## src/rtl/demux_sched.sv

```systemverilog
// demux_sched: single-item holding scheduler in front of a 1-to-N demux.
// Picks the lane by round-robin over enabled lanes or by per-item address,
// applies per-lane backpressure and counts delivered/dropped items.
module demux_sched #(
  parameter  int N  = 4,
  parameter  int W  = 8,
  localparam int SW = $clog2(N)
) (
  input  logic          clk,
  input  logic          rst,
  input  logic          in_valid,
  output logic          in_ready,
  input  logic [W-1:0]  in_data,
  input  logic [SW-1:0] in_dest,
  input  logic          mode,
  input  logic [N-1:0]  lane_mask,
  input  logic [N-1:0]  lane_ready,
  output logic [N-1:0]  out_valid,
  output logic [W-1:0]  out_data,
  output logic [SW-1:0] out_sel,
  output logic          busy,
  output logic [15:0]   sent_cnt,
  output logic [7:0]    drop_cnt
);

  localparam logic [0:0] IDLE = 1'b0;
  localparam logic [0:0] HOLD = 1'b1;

  logic [0:0]    state_q, state_d;
  logic [W-1:0]  data_q,  data_d;
  logic [SW-1:0] sel_q,   sel_d;
  logic [SW-1:0] ptr_q,   ptr_d;
  logic [15:0]   sent_q,  sent_d;
  logic [7:0]    drop_q,  drop_d;

  logic          deliver, accept, load, drop, addr_ok, rr_found;
  logic [SW-1:0] rr_tgt, tgt;

  // Round-robin search: first enabled lane at or after ptr, wrapping at N-1.
  always_comb begin
    logic [SW:0] idx;
    rr_found = 1'b0;
    rr_tgt   = '0;
    idx      = '0;
    for (int i = 0; i < N; i++) begin
      idx = {1'b0, ptr_q} + (SW+1)'(i);
      if (idx >= (SW+1)'(N)) idx = idx - (SW+1)'(N);
      if (!rr_found && lane_mask[idx[SW-1:0]]) begin
        rr_found = 1'b1;
        rr_tgt   = idx[SW-1:0];
      end
    end
  end

  // Handshake decode: delivery, acceptance, and whether an accepted item loads or drops.
  always_comb begin
    addr_ok  = ({1'b0, in_dest} < (SW+1)'(N)) && lane_mask[in_dest];
    deliver  = (state_q == HOLD) && lane_ready[sel_q];
    // Holding with a stalled lane blocks upstream; RR with no lane enabled has nowhere to go.
    in_ready = !rst && ((state_q == IDLE) || deliver) && (mode || (|lane_mask));
    accept   = in_valid && in_ready;
    load     = accept && (mode ? addr_ok : rr_found);
    drop     = accept && mode && !addr_ok;
    tgt      = mode ? in_dest : rr_tgt;
  end

  // Next-state: load wins over delivery so back-to-back items see no bubble.
  always_comb begin
    state_d = state_q;
    data_d  = data_q;
    sel_d   = sel_q;
    ptr_d   = ptr_q;
    sent_d  = sent_q + {15'd0, deliver};
    drop_d  = (drop && (drop_q != 8'hFF)) ? drop_q + 8'd1 : drop_q;
    if (load) begin
      state_d = HOLD;
      data_d  = in_data;
      sel_d   = tgt;
      if (!mode) ptr_d = (rr_tgt == SW'(N-1)) ? '0 : rr_tgt + 1'b1;
    end else if (deliver) begin
      state_d = IDLE;
    end
  end

  // State and counter registers; reset discards any held item without counting it.
  always_ff @(posedge clk) begin
    if (rst) begin
      state_q <= IDLE;
      data_q  <= '0;
      sel_q   <= '0;
      ptr_q   <= '0;
      sent_q  <= '0;
      drop_q  <= '0;
    end else begin
      state_q <= state_d;
      data_q  <= data_d;
      sel_q   <= sel_d;
      ptr_q   <= ptr_d;
      sent_q  <= sent_d;
      drop_q  <= drop_d;
    end
  end

  assign out_valid = (state_q == HOLD) ? (N'(1) << sel_q) : '0;
  assign out_data  = data_q;
  assign out_sel   = sel_q;
  assign busy      = (state_q == HOLD);
  assign sent_cnt  = sent_q;
  assign drop_cnt  = drop_q;

endmodule
```

## config.mk

```make
export PLATFORM = sky130hd
export DESIGN_NAME = demux_sched
export DESIGN_NICKNAME = d
export VERILOG_FILES = /design/src/rtl/demux_sched.sv
export SDC_FILE = /design/constraint.sdc
export NUM_CORES = 1
export LEC_CHECK = 0
export ABC_AREA = 1
export ABC_CLOCK_PERIOD_IN_PS = 5900
export BUFFER_PORTS_ARGS = -buffer_cell sky130_fd_sc_hd__buf_2
export CAP_MARGIN = 10
export CORE_ASPECT_RATIO = 0.7
export CORE_MARGIN = 1.5
export CORE_UTILIZATION = 50
export CTS_CLUSTER_DIAMETER = 200
export DETAILED_ROUTE_END_ITERATION = 7
export PLACE_DENSITY_LB_ADDON = 0.2
export SYNTH_ARGS = -nofsm -noshare
export SYNTH_HDL_FRONTEND = slang
export SYNTH_SLANG_ARGS = --single-unit
```

## constraint.sdc

```tcl
create_clock -name clk -period 5.9 [get_ports clk]
set_input_delay 1.18 -clock clk [delete_from_list [all_inputs] [get_ports clk]]
set_output_delay 1.18 -clock clk [all_outputs]
set_load 0.05 [all_outputs]
```

# Yosys cells after proc, flatten, opt, wreduce, memory -nomap -nowiden
# Index checks and enable logic that the tools add are counted.
dict set report classes {
  n_addsub 10
  multipliers 0
  div_mod_pow 0
  n_lt_le_gt_ge 10
  eq_ne 2
  shifts 1
  n_mux 30
  n_bitwise 2
  n_reduce_logical 21
}
# cell n
set ops {}
lappend ops {{two-way mux 2 bit} 10}
lappend ops {{< comparator 2 x 3 -> 1 bit (second input constant)} 6}
lappend ops {{adder 16 x 1 -> 16 bit} 1}
lappend ops {{two-way mux 1 bit} 13}
lappend ops {{binary-select mux 1 bit (select 2 bit)} 6}
lappend ops {{logical AND 1 bit} 11}
lappend ops {{>= comparator 3 bit (second input constant)} 3}
lappend ops {{adder 8 x 1 -> 8 bit (second input constant)} 1}
lappend ops {{inequality test 8 bit (second input constant)} 1}
lappend ops {{subtractor 2 x 1 -> 2 bit (second input constant)} 4}
lappend ops {{adder 2 x 2 -> 3 bit (second input constant)} 2}
lappend ops {{zero test 1 bit} 5}
lappend ops {{two-way mux 4 bit} 1}
lappend ops {{OR reduction 4 bit} 1}
lappend ops {{<< shifter 1 x 2 -> 4 bit (first input constant)} 1}
lappend ops {{adder 2 x 1 -> 3 bit (second input constant)} 1}
lappend ops {{>= comparator 2 x 3 -> 1 bit (second input constant)} 1}
lappend ops {{adder 2 x 1 -> 2 bit (second input constant)} 1}
lappend ops {{== test 2 bit (second input constant)} 1}
lappend ops {{logical OR 1 bit} 2}
lappend ops {{inverter 1 bit} 2}
lappend ops {{AND reduction 2 bit} 1}
lappend ops {{nonzero test 2 bit} 1}
dict set report word_totals {
  regBits 37
  latch_bits 0
  mem_bits_rw 0
  rom_bits 0
  input_bits 22
  output_inout_bits 40
  word_cells 82
  mem_count 0
}

# Longest topological paths before layout
# Gate-level depths: netlist of the first run.
dict set report depth {
  ltp_word 17
  ltp_mapped 15
  mapped_depth_nobuf 14
}

# Worst setup path after synthesis of the first run
# Ideal clock, no wire load.
dict set report synth_path {
  kind {register to output}
  startpoint {register sel_q[1], in the netlist out_sel[1]}
  endpoint {output out_valid[3]}
  arrival_ns 1.981
  required_time_ns 4.720
  slack_ns 2.739
  stages_incl_launch_ff 3
  path_buffers 0
  path_cell_list {dfxtp_1 inv_1 nor3_1}
}
dict set report synth_between {
  elab_chain_cells 2
}
# element line
set synth_lines {}
lappend synth_lines {{from (decl)} 31} ;# logic [SW-1:0] sel_q, sel_d;
lappend synth_lines {{from (signal assigned)} 97} ;# sel_q <= sel_d;
lappend synth_lines {{<< shifter 1 x 2 -> 4 bit} 104} ;# assign out_valid = (state_q == HOLD) ? (N'(1) << sel_q) : '0;
lappend synth_lines {{two-way mux 4 bit} 104}
lappend synth_lines {{to (decl)} 18} ;# output logic [N-1:0] out_valid,
# No other way between the ends.

# Final worst setup path of the first run
dict set report layout_path {
  startpoint {input rst}
  endpoint {output in_ready}
}
dict set report layout_between {
  elab_chain_cells 3
}
# element line
set layout_lines {}
lappend layout_lines {{from (decl)} 10} ;# input logic rst,
lappend layout_lines {{zero test 1 bit} 60} ;# in_ready = !rst && ((state_q == IDLE) || deliver) && (mode || (|lane_mask));
lappend layout_lines {{logical AND 1 bit (2 in series)} 60}
lappend layout_lines {{to (decl)} 12} ;# output logic in_ready,
# No other way between the ends.

==> results of run 1 <==
final timing paths:
path / endpoint / cells after the start / slack, ps
worst max-delay path: in_ready / 7 / 2250
worst min-delay path: sent_cnt[7] / 2 / 490
worst max register to register: sent_cnt[12] / 13 / 3520
worst min register to register: sent_cnt[7] / 2 / 490
worst max-delay path: stages:
cell and delay (ps):
buf_2 190, inv_1 510, nand2_1 110, inv_1 120, nand2_1 60, inv_1 40
buf_2 240
power by group through the flow:
stage / sequential (uW) / clock [uW] / combinational (uW)
after floorplan: 288 / 0 / 54.8
after global placement: 268 / 0 / 97.1
after detailed placement: 268 / 0 / 97.9
after CTS: 262 / 181 / 98.1
after global routing: 263 / 193 / 108
final: 263 / 178 / 98.0
logic make-up after synthesis:
group / after synthesis / synth area share (%)
AO/OA/AOI/OAI: 50 / 13.9
XOR/XNOR: 3 / 1.31
adder cells (fa/ha/maj): 3 / 1.87
buffers and inverters: 44 / 9.30
flip-flops: 37 / 37.0
AND/OR/NAND/NOR: 154 / 36.6
synth_stat cells, types with 3 or more instances:
cell	instances
a21oi_1	19
clkbuf_1	3
dfxtp_1	37
ha_1	3
inv_1	34
inv_2	3
nand2_1	67
nand2_2	6
nand3_1	19
nand4_1	4
nor2_1	36
nor2_2	4
nor3_1	8
o21a_1	3
o21ai_0	16
o21ai_1	5
per-stage QoR:
step / power (uW) / util [%] / hold slack [ps] / setup WS, ps / cells
after floorplan: 343 / - / 584 / 2740 / 291
after global placement: 365 / 60.2 / 472 / 2250 / 398
after detailed placement: 366 / 60.2 / 480 / 2240 / 398
after CTS: 541 / 62.4 / 495 / 2240 / 405
after global routing: 565 / 62.4 / 527 / 2120 / 405
final: 539 / 62.4 / 493 / 2250 / 405
cell type report:
| type | count | area [sq um] | share of cell area (%) |
|---|---|---|---|
| Tap cell | 52 | 65.1 | 2.69 |
| Clock buffer | 7 | 86.3 | 3.57 |
| Sequential cell | 37 | 741 | 30.6 |
| Multi-Input combinational cell | 210 | 1080 | 44.5 |
| Timing Repair Buffer | 61 | 305 | 12.6 |
| Inverter | 38 | 145 | 6.00 |
layer usage:
metal / wire, um / share of wire [%]
met5: 0 / 0
met4: 63 / 1.4
met3: 270 / 6.1
met2: 1640 / 37
met1: 2460 / 55
registers in the layout, indices dropped and copies added, names as in the netlist:
signal,flops
drop_cnt,8
out_sel,2
ptr_q,2
out_data,8
busy,1
sent_cnt,16
cell usage in the layout (no fill, tap or decap), types with 4 or more instances in the layout:
| cell type | instances |
|---|---|
| nand2_1 | 67 |
| buf_2 | 61 |
| dfxtp_1 | 37 |
| nor2_1 | 36 |
| inv_1 | 34 |
| a21oi_1 | 19 |
| nand3_1 | 19 |
| o21ai_0 | 16 |
| nor3_1 | 8 |
| nand2_2 | 6 |
| clkbuf_8 | 6 |
| o21ai_1 | 5 |
| nand4_1 | 4 |
| nor2_2 | 4 |
==> flow_summary.ini, run 1 <==
[power]
p_leak_uw = 0.00120
seq_power_share_pct = 48.8
intPower_uw = 377
pwr-share-clk_pct = 33.0
peakVddDrop_uv = 184
power_frac_comb_pct = 18.2
power_density_nw_per_um2 = 223
switching_share_pct = 30.0
power_switching_uw = 161

[critical_path]
r2r_start = out_sel[0]
crit_path_end_kind = primary output
arrival_ps = 2470
critPathKind = in -> out
critPathLaunchType = primary input
cp-startpoint = rst
cp_max_fo = 24
cp_data_required_time_ps = 4720

[sta]
fmax_ghz = 0.274
finalCritPeriodShare_pct = 61.8
rsz0062_at_grt = false
setup_violations = 0
timing.final.crit_period_ps = 3650
max_slew_margin_pct = 57.3
worst_pin_slew_ps = 640
final-max-slew-violation-count = 0
skew_ps = 7.75
tns_ps = 0
hold_violations = 0

[global_route]
grt_pass1_wl_mm = 7.29
grt_use_met1_pct = 33.0
top_usage_layer = met1
grt_max_degree = 25
antenna_found_initial = 0
grt_usage_pct = 21.2
grt_overflow = 0
grt_pass1_vias = 1630
met3_usage_pct = 6.39
met2_usage_pct = 26.7

[clocking]
clockBufferDepth = 2
clk_latency_ps = 290
cts_resized = 0
cts_buffers = 5
hold_buffers = 0
post_cts_buffers = 0
clkSinkCount = 37
root_buffer = clkbuf_8
clk_pin_slew_ps = 60
cts_tree = built
htreeDepth = 2

[final_layout]
final_layout_size_suffix_gt1_share_pct = 26.3
diodes = 0
nets = 378
syn_to_final_growth_pct = 20.7
fin_area_sq_um = 2420
n_fill_cell = 383

[yosys]
synthesis.nets = 316
synth_largest_area_cell = dfxtp_1
synth.cell_area_sq_um = 2000
synth_flop_cell = dfxtp_1
synth_edf_count = 0
synth_cell_types = 33
ys_seq_area_share_pct = 37.0
syn_inst = 291
synthArstFlopShare_pct = 0
yosys_warnings = 0
avgSynthCellArea_sq_um = 6.89
ys_ff_latch = 37
yosys-top-cells-area = dfxtp_1 (37%), nand2_1 (13%), nor2_1 (6.7%)
yosysTopAreaCellShare_pct = 37.0

[placement]
place_congestion = 0.895
placedInstanceArea_sq_um = 2330
dp_hpwl_mm = 3.29
place.port_buffers = 61

[min_path]
hold_class = reg -> reg
min-delay-start = sent_cnt[7]

[detailed_routing]
drc = 0
viasPerCell = 4.85
post_drt_wl_per_cell_um = 10.9
drt-initial-drc-count = 85
wirelength_mm = 4.43
drtAntennaViolNets = 0
drt_first_pass_iters = 4
route.vias.total = 1965

[floorplanning]
rows = 19
design.core.area_sq_um = 3870
die_height_um = 56.0
dieArea_sq_um = 4400
num_io_pins = 62
initial_core_util_pct = 51.7
die_w_um = 78.7

[run_status]
status = complete, no violations

[run]
max_cap_viol_count = 0
Note: power is estimated with default switching activity, not from simulation.
==> inputs of run 2 (changes only) <==
- ABC_CLOCK_PERIOD_IN_PS: 5900 -> 3000
- CORE_UTILIZATION: 50 -> 46
- clock period: 5.9 -> 3 ns (I/O delays scaled with it)
==> flow_summary.ini, run 2 (synthesis results as in run 1) <==
[sta]
max_slew_margin_pct = 72.8
setup_violations = 0
fmax_ghz = 0.432
timing.final.crit_period_ps = 2320
skew_ps = 5.46
hold_violations = 0
tns_ps = 0
final-max-slew-violation-count = 0
rsz0062_at_grt = false
worst_pin_slew_ps = 408
finalCritPeriodShare_pct = 77.2

[critical_path]
worst-r2r-cell-count = 13
cp-startpoint = out_sel[0]
critPathSlowestCell = dfxtp_1
critPathKind = reg -> reg
cp_data_required_time_ps = 3190
path_buf_inv = 1
reg2reg_slack_ps = 680
critPathMaxStageDelay_ps = 370
arrival_ps = 2500
setup.worst_path.end = sent_cnt[12]
crit_cells = 13
critPathLaunchType = register
r2r_start = out_sel[0]
cp_top_family = simple AND/OR/NAND/NOR gates
cp_max_fo = 6
crit_chain = inv_2 > nand2_1 > nand2_1 > nand2_2 > a21oi_1 > ha_1 > ha_1 > nand3_1 > nor2_1 > nand3_1 > nor2_1 > nand2_1 > o221a_2
critPathMostFrequentCell = nand2_1
crit_path_end_kind = register
r2r-end = sent_cnt[12]

[detailed_routing]
route.vias.total = 2024
drt_first_pass_iters = 4
drtAntennaViolNets = 0
wirelength_mm = 4.68
post_drt_wl_per_cell_um = 11.5
drt-initial-drc-count = 89
drc = 0
viasPerCell = 4.97

[final_layout]
final_layout_size_suffix_gt1_share_pct = 27.0
mostFrequentLayoutCells = nand2_1 (67), buf_2 (61), dfxtp_1 (37)
diodes = 0
final_cells = 407
post-route-util_pct = 60.9
n_fill_cell = 394
fin_area_sq_um = 2460
largest_reg_flops = 16
nets = 379
syn_to_final_growth_pct = 22.8
final_common_cell = nand2_1

[placement]
place.port_buffers = 61
dp_hpwl_mm = 3.48
place_inst = 399
placedInstanceArea_sq_um = 2340
place_congestion = 0.882

[clocking]
post_cts_buffers = 0
htreeDepth = 2
clockBufferDepth = 2
cts_resized = 0
clkSinkCount = 37
clk_pin_slew_ps = 80
clk_latency_ps = 290
cts_tree = built
root_buffer = clkbuf_8
hold_buffers = 0
cts_buffers = 5

[global_route]
grt_pass1_wl_mm = 8.02
grt_max_degree = 24
grt_overflow = 0
grt_usage_pct = 21.5
antenna_found_initial = 0
grt_pass1_vias = 1770

[min_path]
hold_class = reg -> reg

[power]
power.total_uw = 1170
power_density_nw_per_um2 = 475
peakVddDrop_uv = 303
p_leak_uw = 0.00122

[run]
max_cap_viol_count = 0

[floorplanning]
die_w_um = 81.9
rows = 19
initial_core_util_pct = 49.6
design.core.area_sq_um = 4040
dieArea_sq_um = 4770
die_height_um = 58.2
num_io_pins = 62

[run_status]
status = complete, no violations
run 2: worst min-delay path by stage:
stage	startpoint	slack, ps	end	cells after the start
3_5_place_dp	sent_cnt[7]	470	sent_cnt[7]	2
3_3_place_gp	sent_cnt[7]	470	sent_cnt[7]	2
5_1_grt	sent_cnt[7]	530	sent_cnt[7]	2
6_report	sent_cnt[7]	480	sent_cnt[7]	2
2_1_floorplan	ptr_q[1]	580	ptr_q[1]	4
4_1_cts	sent_cnt[7]	490	sent_cnt[7]	2
run 2: area by class of cell:
cell class | count | area, sq um | area share, %
flip-flops and latches | 37 | 741 | 30.1
well taps | 52 | 65.1 | 2.64
repair buffers | 62 | 313 | 12.7
clock inverters | 2 | 37.5 | 1.53
inverters | 38 | 145 | 5.90
multi-input cells | 210 | 1080 | 43.8
clock buffers | 6 | 82.6 | 3.36
run 2: per-layer routing:
metal	vias up	share of wire [%]	GRT usage, %
met1	880	53	32.6
met2	66	39	30.6
met5	-	0	0
met4	0	1.2	5.81
met3	8	6.0	4.72
li1	1070	-	-
run 2: per-stage QoR:
stage	setup WS, ps	hold slack (ps)
6_report	684	479
5_1_grt	403	528
4_1_cts	687	486
3_5_place_dp	508	473
3_3_place_gp	552	467
2_1_floorplan	419	584
run 2: worst reg2reg max path: cells and delay by family (launching register included):
kind	cells	cell delay, ps
buffers and inverters	1	130
DFF	1	370
and+or+nand+nor	8	920
AOI/OAI and AO/OA	2	420
adders and majority gates	2	380
run 2: where the power goes:
part | internal, uW | switching, uW
clock | 270 | 186
combinational | 55.8 | 140
sequential | 504 | 12.4
total | 830 | 338
==> inputs of run 3 (changes only) <==
- ABC_CLOCK_PERIOD_IN_PS: 3000 -> 2400
- CORE_UTILIZATION: 46 -> 50
- clock period: 3 -> 2.4 ns (I/O delays scaled with it)
==> flow_summary.ini, run 3 (synthesis results as in run 1) <==
[run_status]
status = complete, no violations

[placement]
place_congestion = 0.898
place.port_buffers = 61
placedInstanceArea_sq_um = 2360
dp_hpwl_mm = 3.52
place_inst = 401
post-place-ws_ps = 9.03

[final_layout]
nets = 381
final_common_cell = nand2_1
final_layout_size_suffix_gt1_share_pct = 30.5
fin_area_sq_um = 2480
syn_to_final_growth_pct = 23.7
diodes = 0
final_cells = 409
largest_reg_flops = 16
mostFrequentLayoutCells = nand2_1 (65), buf_2 (61), dfxtp_1 (36)

[clocking]
clk_pin_slew_ps = 70
cts_tree = built
hold_buffers = 0
clk_latency_ps = 280
root_buffer = clkbuf_8
cts_buffers = 5
post_cts_buffers = 0
clockBufferDepth = 2
htreeDepth = 2
clkSinkCount = 37
cts_resized = 0

[power]
p_leak_uw = 0.00121
power_density_nw_per_um2 = 528
peakVddDrop_uv = 336

[sta]
fmax_ghz = 0.455
worst_pin_slew_ps = 383
tns_ps = 0
finalCritPeriodShare_pct = 91.5
hold_violations = 0
final-max-slew-violation-count = 0
timing.final.crit_period_ps = 2200
skew_ps = 4.62
max_slew_margin_pct = 74.4
worst_slack_ps = 203
rsz0062_at_grt = false
setup_violations = 0

[detailed_routing]
route.vias.total = 2032
wl_met3_um = 331
wirelength_mm = 4.75
drtAntennaViolNets = 0
highest_layer = met4
wl_met2_mm = 1.85
wl_met1_mm = 2.55
drt-initial-drc-count = 125
viasPerCell = 4.97
drc = 0
post_drt_wl_per_cell_um = 11.6
drt_first_pass_iters = 5

[critical_path]
cp_data_required_time_ps = 2610
reg2reg_slack_ps = 200
crit_path_end_kind = register
critPathKind = reg -> reg
critPathLaunchType = register
arrival_ps = 2400
cp_max_fo = 6

[floorplanning]
die_height_um = 56.0
rows = 19
initial_core_util_pct = 51.7
die_w_um = 78.7
num_io_pins = 62
dieArea_sq_um = 4400
design.core.area_sq_um = 3870

[global_route]
grt_max_degree = 24
grt_pass1_wl_mm = 8.09
grt_overflow = 0
grt_usage_pct = 22.8
antenna_found_initial = 0
grt_pass1_vias = 1770

[run]
max_cap_viol_count = 0

[min_path]
hold_class = in -> reg
[run 3: changes by cell type in the layout (fill, tap and decap cells not counted), moves of 2 or more]
cell,before,now
nor2_2,4,7
nor2_1,36,33
buf_4,1,3
nand2_2,6,8
ha_2,0,2
clkinv_2,0,2
nand2_1,67,65
nand3_1,19,17
nand3_2,2,4
ha_1,3,1
[run 3: per-layer routing]
| metal | GRT usage [%] | vias up |
|---|---|---|
| li1 | - | 1073 |
| met1 | 35.6 | 883 |
| met2 | 31.5 | 74 |
| met3 | 5.08 | 2 |
| met4 | 5.36 | 0 |
| met5 | 0 | - |
[run 3: where the power goes]
group          switching (uW)  leakage [uW]  internal [uW]
logic                     176      0.000866           70.3
clock network             216     0.0000450            201
registers                15.3      0.000300            631
total                     407       0.00121            902
[run 3: area by class of cell]
cell class / count / area (sq um)
timing repair buffer: 64 / 328
inverter: 38 / 148
multi-input combinational: 210 / 1110
tap: 52 / 65.1
clock inverter: 2 / 10.0
clock buffer: 6 / 72.6
fill: 357 / 1400
sequential: 37 / 742
[run 3: worst paths after layout]
path         cells after the start        start      endpoint
max reg2reg                     13   out_sel[0]  sent_cnt[13]
min                              3   in_data[6]   out_data[6]
max                             13   out_sel[0]  sent_cnt[13]
min reg2reg                      2  sent_cnt[7]   sent_cnt[7]
[run 3: worst max-delay path, cell delays in order (launching register included)]
cell and delay, ps:
dfxtp_2 360, inv_4 80, nand2_1 50, nand2_1 70, nand2_2 80, a21oi_2 160
ha_2 200, nand3_2 110, nor2_2 170, nand2_2 90, nor4_4 350, buf_4 190
a31oi_1 70, nor3_1 160
[run 3: metrics by stage]
| stage | util [%] | hold slack [ps] | total power [uW] |
|---|---|---|---|
| after floorplan | - | 558 | 842 |
| after global placement | 60.8 | 470 | 901 |
| after detailed placement | 60.8 | 476 | 903 |
| after CTS | 63.0 | 415 | 1310 |
| after global routing | 64.0 | 417 | 1370 |
| final | 64.0 | 416 | 1310 |
